--- src/rtl/loader_seq_pkg.sv ---
// Shared types and constants for the loader test sequencer: FSM states,
// the buffered command record and the field widths used on the loader side.
package loader_seq_pkg;

    localparam int PMU_ADDR_W   = 5;
    localparam int LOADER_ID_W  = 5;
    localparam int LOADER_SEL_W = 8;
    localparam int AXLEN_W      = 8;
    localparam int PMU_DATA_W   = 32;

    typedef enum logic [2:0] {
        IDLE,
        DISPATCH,
        START,
        WAIT_IDLE,
        COLLECT
    } seq_state_t;

    // loader is kept wider than $clog2(N) so out-of-range targets stay detectable
    typedef struct packed {
        logic [LOADER_SEL_W-1:0] loader;
        logic [LOADER_ID_W-1:0]  id;
        logic                    write;
        logic [AXLEN_W-1:0]      axlen;
    } seq_cmd_t;

endpackage

--- src/rtl/seq_cmd_fifo.sv ---
// Command buffer for the sequencer: synchronous FIFO of seq_cmd_t with
// full/empty flags and a one-entry-left flag used to end dispatch on the last pop.
module seq_cmd_fifo
    import loader_seq_pkg::*;
#(
    parameter int DEPTH = 32
) (
    input  logic     clk,
    input  logic     rst,
    input  logic     push,
    input  seq_cmd_t push_data,
    input  logic     pop,
    output seq_cmd_t pop_data,
    output logic     full,
    output logic     empty,
    output logic     last
);

    localparam int AW = $clog2(DEPTH);
    localparam logic [AW:0] ONE = 1;

    seq_cmd_t       mem [DEPTH];
    logic [AW:0]    wr_ptr_reg;
    logic [AW:0]    rd_ptr_reg;
    logic [AW:0]    count;

    always_ff @(posedge clk) begin
        if (push && !full)
            mem[wr_ptr_reg[AW-1:0]] <= push_data;
    end

    always_ff @(posedge clk or posedge rst) begin
        if (rst) begin
            wr_ptr_reg <= '0;
            rd_ptr_reg <= '0;
        end else begin
            if (push && !full)
                wr_ptr_reg <= wr_ptr_reg + 1'b1;
            if (pop && !empty)
                rd_ptr_reg <= rd_ptr_reg + 1'b1;
        end
    end

    // Extra pointer MSB separates a full buffer from an empty one
    assign count    = wr_ptr_reg - rd_ptr_reg;
    assign empty    = (wr_ptr_reg == rd_ptr_reg);
    assign full     = (wr_ptr_reg[AW] != rd_ptr_reg[AW]) &&
                      (wr_ptr_reg[AW-1:0] == rd_ptr_reg[AW-1:0]);
    assign last     = (count == ONE);
    assign pop_data = mem[rd_ptr_reg[AW-1:0]];

endmodule

--- src/rtl/loader_test_sequencer.sv ---
// Run control for the loader mesh: buffer host commands, dispatch, start, wait idle,
// sweep PMUs to the host. Optional WAIT_IDLE watchdog enabled by SEQ_TIMEOUT_EN.
module loader_test_sequencer
    import loader_seq_pkg::*;
#(
    parameter int N              = 16,
    parameter int CMD_DEPTH      = 32,
    parameter int PMU_REGS       = 8,
    parameter int IDLE_SETTLE    = 4,
    parameter int TIMEOUT_CYCLES = 65535
) (
    input  logic                                  clk_i,
    input  logic                                  arst_i,
    input  logic                                  cmd_valid_i,
    output logic                                  cmd_ready_o,
    input  logic [$clog2(N)-1:0]                  cmd_loader_i,
    input  logic [LOADER_ID_W-1:0]                cmd_id_i,
    input  logic                                  cmd_write_i,
    input  logic [AXLEN_W-1:0]                    cmd_axlen_i,
    input  logic                                  go_i,
    input  logic [N-1:0]                          resp_wait_mask_i,
    output logic                                  busy_o,
    output logic [N-1:0]                          fifo_push_o,
    output logic [N-1:0][LOADER_ID_W-1:0]         id_o,
    output logic [N-1:0]                          write_o,
    output logic [N-1:0][AXLEN_W-1:0]             axlen_o,
    output logic [N-1:0]                          resp_wait_o,
    output logic                                  start_o,
    input  logic [N-1:0]                          idle_i,
    output logic [N-1:0][PMU_ADDR_W-1:0]          pmu_addr_o,
    input  logic [N-1:0][PMU_DATA_W-1:0]          pmu_data_i,
    output logic                                  res_valid_o,
    input  logic                                  res_ready_i,
    output logic [$clog2(N)-1:0]                  res_loader_o,
    output logic [PMU_ADDR_W-1:0]                 res_addr_o,
    output logic [PMU_DATA_W-1:0]                 res_data_o,
    output logic                                  res_last_o,
    output logic                                  err_o
);

    localparam int LW       = $clog2(N);
    localparam int SETTLE_W = ($clog2(IDLE_SETTLE + 1) > 0) ? $clog2(IDLE_SETTLE + 1) : 1;
    localparam logic [LOADER_SEL_W-1:0] N_SEL       = LOADER_SEL_W'(N);
    localparam logic [LW-1:0]           LOADER_LAST = LW'(N - 1);
    localparam logic [PMU_ADDR_W-1:0]   ADDR_LAST   = PMU_ADDR_W'(PMU_REGS - 1);

    if (PMU_REGS < 1 || PMU_REGS > 32 || TIMEOUT_CYCLES < 1 ||
        CMD_DEPTH != (1 << $clog2(CMD_DEPTH))) begin : g_bad_params
        $error("loader_test_sequencer: illegal parameter set");
    end

    seq_state_t             state_reg;
    seq_cmd_t               cmd_in;
    seq_cmd_t               fifo_rd_data;
    logic                   fifo_full, fifo_empty, fifo_last;
    logic                   cmd_accept, fifo_pop;
    logic [N-1:0]           dispatch_onehot;

    logic [N-1:0]           push_reg;
    logic [LOADER_ID_W-1:0] id_reg;
    logic                   write_reg;
    logic [AXLEN_W-1:0]     axlen_reg;
    logic [N-1:0]           resp_wait_reg;
    logic                   start_reg;
    logic [SETTLE_W-1:0]    settle_reg;
    logic                   idle_seen_reg;
    logic [LW-1:0]          loader_reg;
    logic [PMU_ADDR_W-1:0]  addr_reg;
    logic                   res_valid_reg;
    logic [LW-1:0]          res_loader_reg;
    logic [PMU_ADDR_W-1:0]  res_addr_reg;
    logic [PMU_DATA_W-1:0]  res_data_reg;
    logic                   res_last_reg;
    logic                   err_reg;
`ifdef SEQ_TIMEOUT_EN
    logic [31:0]            timeout_cnt_reg;
`endif

    assign cmd_ready_o = (state_reg == IDLE) && !fifo_full;
    assign cmd_accept  = cmd_valid_i && cmd_ready_o;
    assign fifo_pop    = (state_reg == DISPATCH) && !fifo_empty;
    assign cmd_in      = '{loader: LOADER_SEL_W'(cmd_loader_i), id: cmd_id_i,
                           write: cmd_write_i, axlen: cmd_axlen_i};

    seq_cmd_fifo #(.DEPTH(CMD_DEPTH)) u_cmd_fifo (
        .clk       (clk_i),
        .rst       (arst_i),
        .push      (cmd_accept),
        .push_data (cmd_in),
        .pop       (fifo_pop),
        .pop_data  (fifo_rd_data),
        .full      (fifo_full),
        .empty     (fifo_empty),
        .last      (fifo_last)
    );

    // Loader-side fields are broadcast; only the pushed loader captures them
    for (genvar gi = 0; gi < N; gi++) begin : g_loader
        assign dispatch_onehot[gi] = (fifo_rd_data.loader == LOADER_SEL_W'(gi));
        assign id_o[gi]            = id_reg;
        assign write_o[gi]         = write_reg;
        assign axlen_o[gi]         = axlen_reg;
        assign pmu_addr_o[gi]      = addr_reg;
    end

    always_ff @(posedge clk_i or posedge arst_i) begin
        if (arst_i) begin
            state_reg      <= IDLE;
            push_reg       <= '0;
            id_reg         <= '0;
            write_reg      <= 1'b0;
            axlen_reg      <= '0;
            resp_wait_reg  <= '0;
            start_reg      <= 1'b0;
            settle_reg     <= '0;
            idle_seen_reg  <= 1'b0;
            loader_reg     <= '0;
            addr_reg       <= '0;
            res_valid_reg  <= 1'b0;
            res_loader_reg <= '0;
            res_addr_reg   <= '0;
            res_data_reg   <= '0;
            res_last_reg   <= 1'b0;
            err_reg        <= 1'b0;
`ifdef SEQ_TIMEOUT_EN
            timeout_cnt_reg <= '0;
`endif
        end else begin
            push_reg  <= '0;
            start_reg <= 1'b0;
            case (state_reg)
                IDLE: begin
                    if (go_i) begin
                        resp_wait_reg <= resp_wait_mask_i;
                        state_reg     <= (fifo_empty && !cmd_accept) ? START : DISPATCH;
                    end
                end
                DISPATCH: begin
                    if (!fifo_empty) begin
                        id_reg    <= fifo_rd_data.id;
                        write_reg <= fifo_rd_data.write;
                        axlen_reg <= fifo_rd_data.axlen;
                        if (fifo_rd_data.loader < N_SEL)
                            push_reg <= dispatch_onehot;
                        else
                            err_reg <= 1'b1;
                        if (fifo_last)
                            state_reg <= START;
                    end else begin
                        state_reg <= START;
                    end
                end
                START: begin
                    start_reg     <= 1'b1;
                    settle_reg    <= SETTLE_W'(IDLE_SETTLE);
                    idle_seen_reg <= 1'b0;
`ifdef SEQ_TIMEOUT_EN
                    timeout_cnt_reg <= '0;
`endif
                    state_reg     <= WAIT_IDLE;
                end
                WAIT_IDLE: begin
                    // Idle must hold on two consecutive samples after the settle window
                    if (settle_reg != '0) begin
                        settle_reg <= settle_reg - 1'b1;
                    end else if (&idle_i) begin
                        idle_seen_reg <= 1'b1;
                        if (idle_seen_reg) begin
                            state_reg  <= COLLECT;
                            loader_reg <= '0;
                            addr_reg   <= '0;
                        end
                    end else begin
                        idle_seen_reg <= 1'b0;
                    end
`ifdef SEQ_TIMEOUT_EN
                    if (timeout_cnt_reg == 32'(TIMEOUT_CYCLES - 1)) begin
                        err_reg    <= 1'b1;
                        state_reg  <= COLLECT;
                        loader_reg <= '0;
                        addr_reg   <= '0;
                    end else begin
                        timeout_cnt_reg <= timeout_cnt_reg + 1'b1;
                    end
`endif
                end
                COLLECT: begin
                    // Address is presented while valid is low; data is captured one cycle later
                    if (!res_valid_reg) begin
                        res_valid_reg  <= 1'b1;
                        res_loader_reg <= loader_reg;
                        res_addr_reg   <= addr_reg;
                        res_data_reg   <= pmu_data_i[loader_reg];
                        res_last_reg   <= (loader_reg == LOADER_LAST) && (addr_reg == ADDR_LAST);
                    end else if (res_ready_i) begin
                        res_valid_reg <= 1'b0;
                        res_last_reg  <= 1'b0;
                        if (res_last_reg) begin
                            state_reg <= IDLE;
                            addr_reg  <= '0;
                        end else if (addr_reg == ADDR_LAST) begin
                            addr_reg   <= '0;
                            loader_reg <= loader_reg + 1'b1;
                        end else begin
                            addr_reg <= addr_reg + 1'b1;
                        end
                    end
                end
                default: state_reg <= IDLE;
            endcase
        end
    end

    assign busy_o       = (state_reg != IDLE);
    assign fifo_push_o  = push_reg;
    assign resp_wait_o  = resp_wait_reg;
    assign start_o      = start_reg;
    assign res_valid_o  = res_valid_reg;
    assign res_loader_o = res_loader_reg;
    assign res_addr_o   = res_addr_reg;
    assign res_data_o   = res_data_reg;
    assign res_last_o   = res_last_reg;
    assign err_o        = err_reg;

endmodule

--- config.mk ---
export PLATFORM = sky130hd
export DESIGN_NAME = loader_test_sequencer
export DESIGN_NICKNAME = d
export VERILOG_FILES = /design/src/rtl/loader_seq_pkg.sv /design/src/rtl/seq_cmd_fifo.sv /design/src/rtl/loader_test_sequencer.sv
export SDC_FILE = /design/constraint.sdc
export NUM_CORES = 1
export LEC_CHECK = 0
export BUFFER_PORTS_ARGS = -buffer_cell sky130_fd_sc_hd__buf_2
export CAP_MARGIN = 20
export CORE_AREA = 2 2 365 367
export DETAILED_ROUTE_END_ITERATION = 10
export DIE_AREA = 0 0 367 369
export PLACE_DENSITY = 0.45
export SETUP_SLACK_MARGIN = 0.05
export SLEW_MARGIN = 40
export SYNTH_ARGS = -nofsm -noshare
export SYNTH_HDL_FRONTEND = slang
export SYNTH_SLANG_ARGS = --single-unit
--- constraint.sdc ---
create_clock -name clk_i -period 7.9 [get_ports clk_i]
set_input_delay 0.79 -clock clk_i [delete_from_list [all_inputs] [get_ports clk_i]]
set_output_delay 0.79 -clock clk_i [all_outputs]
set_load 0.01 [all_outputs]
==> results of run 1 <==
-- power groups by stage --
| stage | clock, W | combinational, W | sequential, W |
|---|---|---|---|
| after global routing | 0.00401 | 0.000480 | 0.00399 |
| after global placement | 0 | 0.000445 | 0.00407 |
| after floorplan | 0 | 0.000113 | 0.00407 |
| final | 0.00378 | 0.000454 | 0.00399 |
| after detailed placement | 0 | 0.000456 | 0.00407 |
| after CTS | 0.00387 | 0.000457 | 0.00399 |
-- worst max-delay path by stage --
stage / startpoint / depth (start not counted) / end
2_1_floorplan: arst_i / 1 / addr_reg[0]
3_3_place_gp: u_cmd_fifo.rd_ptr_reg[4] / 7 / u_cmd_fifo.mem[27][4]
3_5_place_dp: u_cmd_fifo.rd_ptr_reg[4] / 8 / u_cmd_fifo.mem[13][12]
4_1_cts: u_cmd_fifo.rd_ptr_reg[4] / 8 / u_cmd_fifo.mem[13][13]
5_1_grt: u_cmd_fifo.rd_ptr_reg[4] / 8 / u_cmd_fifo.mem[13][13]
6_report: u_cmd_fifo.rd_ptr_reg[4] / 8 / u_cmd_fifo.mem[13][13]
-- cell type report --
cell class / count / area [um2] / area share
Tap cell: 1755 / 2196 / 0.05377
Antenna cell: 12 / 30.03 / 0.0007354
Inverter: 16 / 67.56 / 0.001655
Timing Repair Buffer: 985 / 5238 / 0.1283
Clock buffer: 105 / 2200 / 0.05387
Clock inverter: 42 / 479.2 / 0.01174
Sequential cell: 694 / 20270 / 0.4963
Multi-Input combinational cell: 830 / 10360 / 0.2537
-- kinds of logic (layout without fill, tap and decap cells) --
family          count (synthesis)  after routing  synth area share
compound gates                135            135           0.03257
other cells                     1             13         0.0001132
mux                           381            381            0.2259
xor+xnor                       12             12          0.003173
simple gates                  286            286           0.03857
buf+inv                       412           1148           0.08240
fa+ha+maj                      15             15          0.005894
flops                         694            694            0.6114
-- cells in the mapped netlist (all sizes together) (7+ instances only) --
cell    count  share of area
xnor2      10         0.0026
buf       345          0.075
a222oi     12         0.0036
mux2       29         0.0099
a221oi     16         0.0048
clkbuf     51         0.0058
a221o      15         0.0045
nand4       7         0.0013
nand3      16         0.0024
or3         7         0.0013
mux4      289           0.20
mux2i      63          0.019
a22oi       7         0.0016
a21o       18         0.0041
edfxtp    576           0.52
nor2b       8         0.0015
nor2       66         0.0075
nor3       21         0.0033
o21ai      28         0.0042
ha         14         0.0053
nand2     133          0.015
dfrtp     118          0.089
inv        14         0.0016
-- routing by layer --
| layer | global-route usage | vias to the layer above | wire length, um |
|---|---|---|---|
| met4 | 0.05162 | 8 | 3762 |
| met2 | 0.3877 | 985 | 78440 |
| li1 | - | 8793 | - |
| met3 | 0.02848 | 178 | 7278 |
| met5 | 0 | - | 46 |
| met1 | 0.2646 | 11240 | 58790 |
-- through the flow --
step,instance area [um2],hold slack (ns),utilization
floorplan,33120,0.4423,-
global route,40820,0.2663,0.3113
CTS,40660,0.2658,0.3101
finish,40840,0.2122,0.3114
detailed placement,37980,0.4612,0.2897
global placement,37710,0.4650,0.2875
-- worst max-delay path, stage by stage (launching register included) --
cell and delay [ns]:
dfrtp_1 0.63, clkinv_1 0.76, ha_1 0.63, and4_1 0.25, a31oi_1 0.21, and2_1 0.39, nand2_2 0.41, nor2_2 0.57
buf_4 0.28
==> summary.txt, run 1 <==
fin crit period = 4.442 ns
Final #Nets = 3189
setup TNS = 0 ns
Required @ worst endpoint = 8.25 ns
postcts setup bufs = 0
max FFs per register = 576
Remaining DRCs = 0
commonest non-fill, non-tap cell in the layout = buf_2
Main synth FF type = edfxtp_1
DR WL/cell = 33.41 um
largest net degree at the start of global routing = 87
PortBufs = 948
Gate power share = 0.055
Hold Path Class = primary input to asynchronous set/reset pin
Layout Cells excl Fill = 4439
global-route wire length before repair = 194.6 mm
FFs w/ async S/R, synth = 0.1700
Reg2Reg Setup Slack = 3.46 ns
Die X-Extent = 367 um
Place WS = 3.243 ns
PD cells = 201.4 mW/mm2
most frequent cells in the layout = 942 x buf_2, 576 x edfxtp_1, 285 x mux4_2, 128 x nand2_1, 113 x dfrtp_1
Post-synth EDFFs = 576
Psw = 0.001840 W
RSZ-0062 raised after global routing = no
final worst setup slack = 3.458 ns
FP Rows = 133
Fin. Hold Viols = 0
post-cts sizing count = 0
root buffer cell = clkbuf_16
TritonCTS Sinks = 694
Post-CTS Hold Fix Bufs = 0
Initial DRC Count = 2035
CP Launch Type = flop
Reg2Reg Depth = 8
Max VDD drop = 0.0001713 V
Mapped Nets = 2518
Post-Route WL = 148.3 mm
I/O pins = 950
H-tree level count = 3
Warnings, synthesis = 0
Critical R2R Launch = u_cmd_fifo.rd_ptr_reg[4]
sequential share of power = 0.485
Post-Syn Area = 0.03312 mm2
Slew Limit Fails = 0
CP max FO = 16
share of cells above drive strength 1 = 0.5531
Starting Density = 0.2526
Clock Power Share = 0.459
switch share = 0.2237
initial antenna violation count = 62
clk buf depth = 3
leakage power = 15.66 nW
Syn Inst Count = 1936
P_int = 0.006386 W
number of distinct library cells after synthesis = 67
Detailed Place HPWL = 115.8 mm
Layout fillers = 13.06k
Placer Congestion = 1.008
Vias/cell = 4.778
Avg Inst Size Synth = 17.11 um2
CP Capture Type = flop
outcome = finished, final reports clean
Area Growth Syn to Fin = 23.30%
drt pass-1 iters = 6
clock latency at the later pin of the worst-skew pair = 0.65 ns
core area = 0.1311 mm2
Worst Skew = 0.03591 ns
via count = 21.21k
sequential-to-total area share from yosys stat = 0.6114
Die ar. = 0.1354 mm2
synthesis-stage register bit count = 694
Tcrit/Tclk final = 0.5622
number of global-route vias before repair = 21.19k
grt total ovfl = 0
final setup fails = 0
Max Clk Rate = 225.1 MHz
Slew HR = 0.4255
All-Layer GR Usage = 0.2127
total of max-cap violations = 0
total power = 0.008226 W
clock slew at reported path FFs = 0.06 ns
Setup CP Type = flop to flop
arrival time of the worst setup path = 4.80 ns
reg2reg end = u_cmd_fifo.mem[13][13]
CTS tree = built
placed cells = 4275
Die Height = 369 um
cts bufs inserted = 80
Worst-Margin Slew = 0.8617 ns
Detail Route Antenna Nets = 0
No activity file was read; power rests on OpenSTA's default activity.
==> run 2: changes to the inputs <==
==> constraint.sdc (replaced) <==
create_clock -name clk_i -period 4.45 [get_ports clk_i]
set_input_delay 0.445 -clock clk_i [delete_from_list [all_inputs] [get_ports clk_i]]
set_output_delay 0.445 -clock clk_i [all_outputs]
set_load 0.01 [all_outputs]
==> summary.txt, run 2 (synthesized netlist as in run 1, its figures left out) <==
outcome = finished, final reports clean
CP Launch Type = flop
Final #Nets = 3246 (+1.8%)
Remaining DRCs = 0 (unchanged)
All-Layer GR Usage = 0.2137 (+0.0009942)
commonest non-fill, non-tap cell in the layout = buf_2
hold slack = 0.04839 ns (-0.1638 ns)
Worst-Margin Slew = 0.8381 ns (-0.02359 ns)
Detailed Place HPWL = 118.3 mm (+2.2%)
via count = 21.31k (+0.48%)
Vias/cell = 4.722 (-1.2%)
Reg2Reg Setup Slack = 1.01 ns (-2.45 ns)
total power = 0.01451 W (+76%)
core area = 0.1311 mm2 (unchanged)
final core occ = 0.3130 (+0.001546)
most frequent cells in the layout = 946 x buf_2, 576 x edfxtp_1, 285 x mux4_2, 132 x nand2_1, 113 x dfrtp_1
Placer Congestion = 1.033 (+2.4%)
WHS Endpoint = resp_wait_o[15]
clock slew at reported path FFs = 0.06 ns (about the same)
TritonCTS Sinks = 694 (unchanged)
Fin. Hold Viols = 0 (unchanged)
number of global-route vias before repair = 21.36k (+0.80%)
Die ar. = 0.1354 mm2 (unchanged)
Setup CP Type = flop to flop
Post-Route WL = 149.0 mm (+0.44%)
RSZ-0062 raised after global routing = no
Initial DRC Count = 2096 (+3.0%)
CP Capture Type = flop
max FFs per register = 576 (unchanged)
CP max FO = 13 (-3)
Place WS = 0.9723 ns (-2.270 ns)
Starting Density = 0.2526 (unchanged)
PortBufs = 948 (unchanged)
clock latency at the later pin of the worst-skew pair = 0.64 ns (about the same)
root buffer cell = clkbuf_16
fin crit period = 3.442 ns (-0.9991 ns)
largest net degree at the start of global routing = 80 (-8.0%)
hold_sp = resp_wait_mask_i[15]
Max Clk Rate = 290.5 MHz (+29%)
share of cells above drive strength 1 = 0.5450 (-0.008122)
Reg2Reg Depth = 8 (unchanged)
Max VDD drop = 0.0002758 V (+61%)
Slew Limit Fails = 0 (unchanged)
global-route wire length before repair = 194.9 mm (+0.19%)
Worst Skew = 0.02051 ns (-0.01540 ns)
Tcrit/Tclk final = 0.7736 (+0.2114)
initial antenna violation count = 59 (-4.8%)
Detail Route Antenna Nets = 0 (unchanged)
I/O pins = 950 (unchanged)
leakage power = 15.90 nW (+1.6%)
drt pass-1 iters = 7 (+1)
Critical R2R Launch = u_cmd_fifo.rd_ptr_reg[4]
Required @ worst endpoint = 4.77 ns (-3.48 ns)
DR WL/cell = 33.01 um (-1.2%)
Hold Path Class = primary input to flop
H-tree level count = 3 (unchanged)
Die Height = 369 um (unchanged)
total of max-cap violations = 0 (unchanged)
CTS tree = built
arrival time of the worst setup path = 3.76 ns (-1.04 ns)
cts bufs inserted = 81 (+1.3%)
Area Growth Syn to Fin = 23.91%
reg2reg end = u_cmd_fifo.mem[11][9]
PD cells = 353.5 mW/mm2 (+75%)
Slew HR = 0.4413 (+0.01573)
final setup fails = 0 (unchanged)
setup TNS = 0 ns (unchanged)
hold path cells = 2
final worst setup slack = 1.008 ns (-2.451 ns)
Die X-Extent = 367 um (unchanged)
post-cts sizing count = 0 (unchanged)
FP Rows = 133 (unchanged)
grt total ovfl = 0 (unchanged)
clk buf depth = 3 (unchanged)
-- run 2: routing by layer --
layer | GRT usage | wire length, um | up-vias
met4 | 0.06959 | 5510 | 8
met1 | 0.2480 | 55450 | 11220
met2 | 0.3975 | 80180 | 961
met3 | 0.03513 | 7787 | 183
li1 | - | - | 8936
met5 | 0 | 50 | -
-- run 2: worst max path at each step --
stage / startpoint / end / cells after the start
2_1_floorplan: u_cmd_fifo.rd_ptr_reg[3] / u_cmd_fifo.mem[31][0] / 11
3_3_place_gp: u_cmd_fifo.rd_ptr_reg[4] / u_cmd_fifo.mem[23][3] / 8
3_5_place_dp: u_cmd_fifo.rd_ptr_reg[4] / u_cmd_fifo.mem[11][5] / 8
4_1_cts: u_cmd_fifo.rd_ptr_reg[4] / u_cmd_fifo.mem[11][4] / 8
5_1_grt: u_cmd_fifo.rd_ptr_reg[4] / u_cmd_fifo.mem[11][4] / 8
6_report: u_cmd_fifo.rd_ptr_reg[4] / u_cmd_fifo.mem[11][9] / 8
-- run 2: layout make-up --
cell class / count / area, um2
Antenna cell: 26 / 65.06
Clock buffer: 112 / 2257
Clock inverter: 39 / 390.4
Fill cell: 12980 / 90090
Inverter: 16 / 65.06
Multi-Input combinational cell: 830 / 10170
Sequential cell: 694 / 20270
Tap cell: 1755 / 2196
Timing Repair Buffer: 1041 / 5625
-- run 2: through the flow --
| step | std cells | instance area [um2] |
|---|---|---|
| after floorplan | 1936 | 33120 |
| after global placement | 4323 | 38120 |
| after detailed placement | 4325 | 38180 |
| after CTS | 4485 | 40920 |
| after global routing | 4496 | 41000 |
| final | 4513 | 41040 |
-- run 2: what timing repair did --
action | 4_1_cts | 5_1_grt
buffers inserted | 0 | 0
hold endpoints to repair | 69 | 0
hold buffers | 9 | 0
-- run 2: critical path, stage by stage, from the launching register on --
cell	delay (ns)
dfrtp_1	0.64
clkinv_1	0.19
ha_1	0.40
and4_1	0.25
a31oi_1	0.21
and2_1	0.31
nand2_1	0.51
nor2_1	0.32
buf_4	0.28
-- run 2: report_power, final --
part | internal (W) | switching (W) | leakage, nW
Sequential | 0.00707 | 0.0000214 | 6.59
Clock | 0.00387 | 0.00273 | 1.28
Combinational | 0.000339 | 0.000474 | 8.04
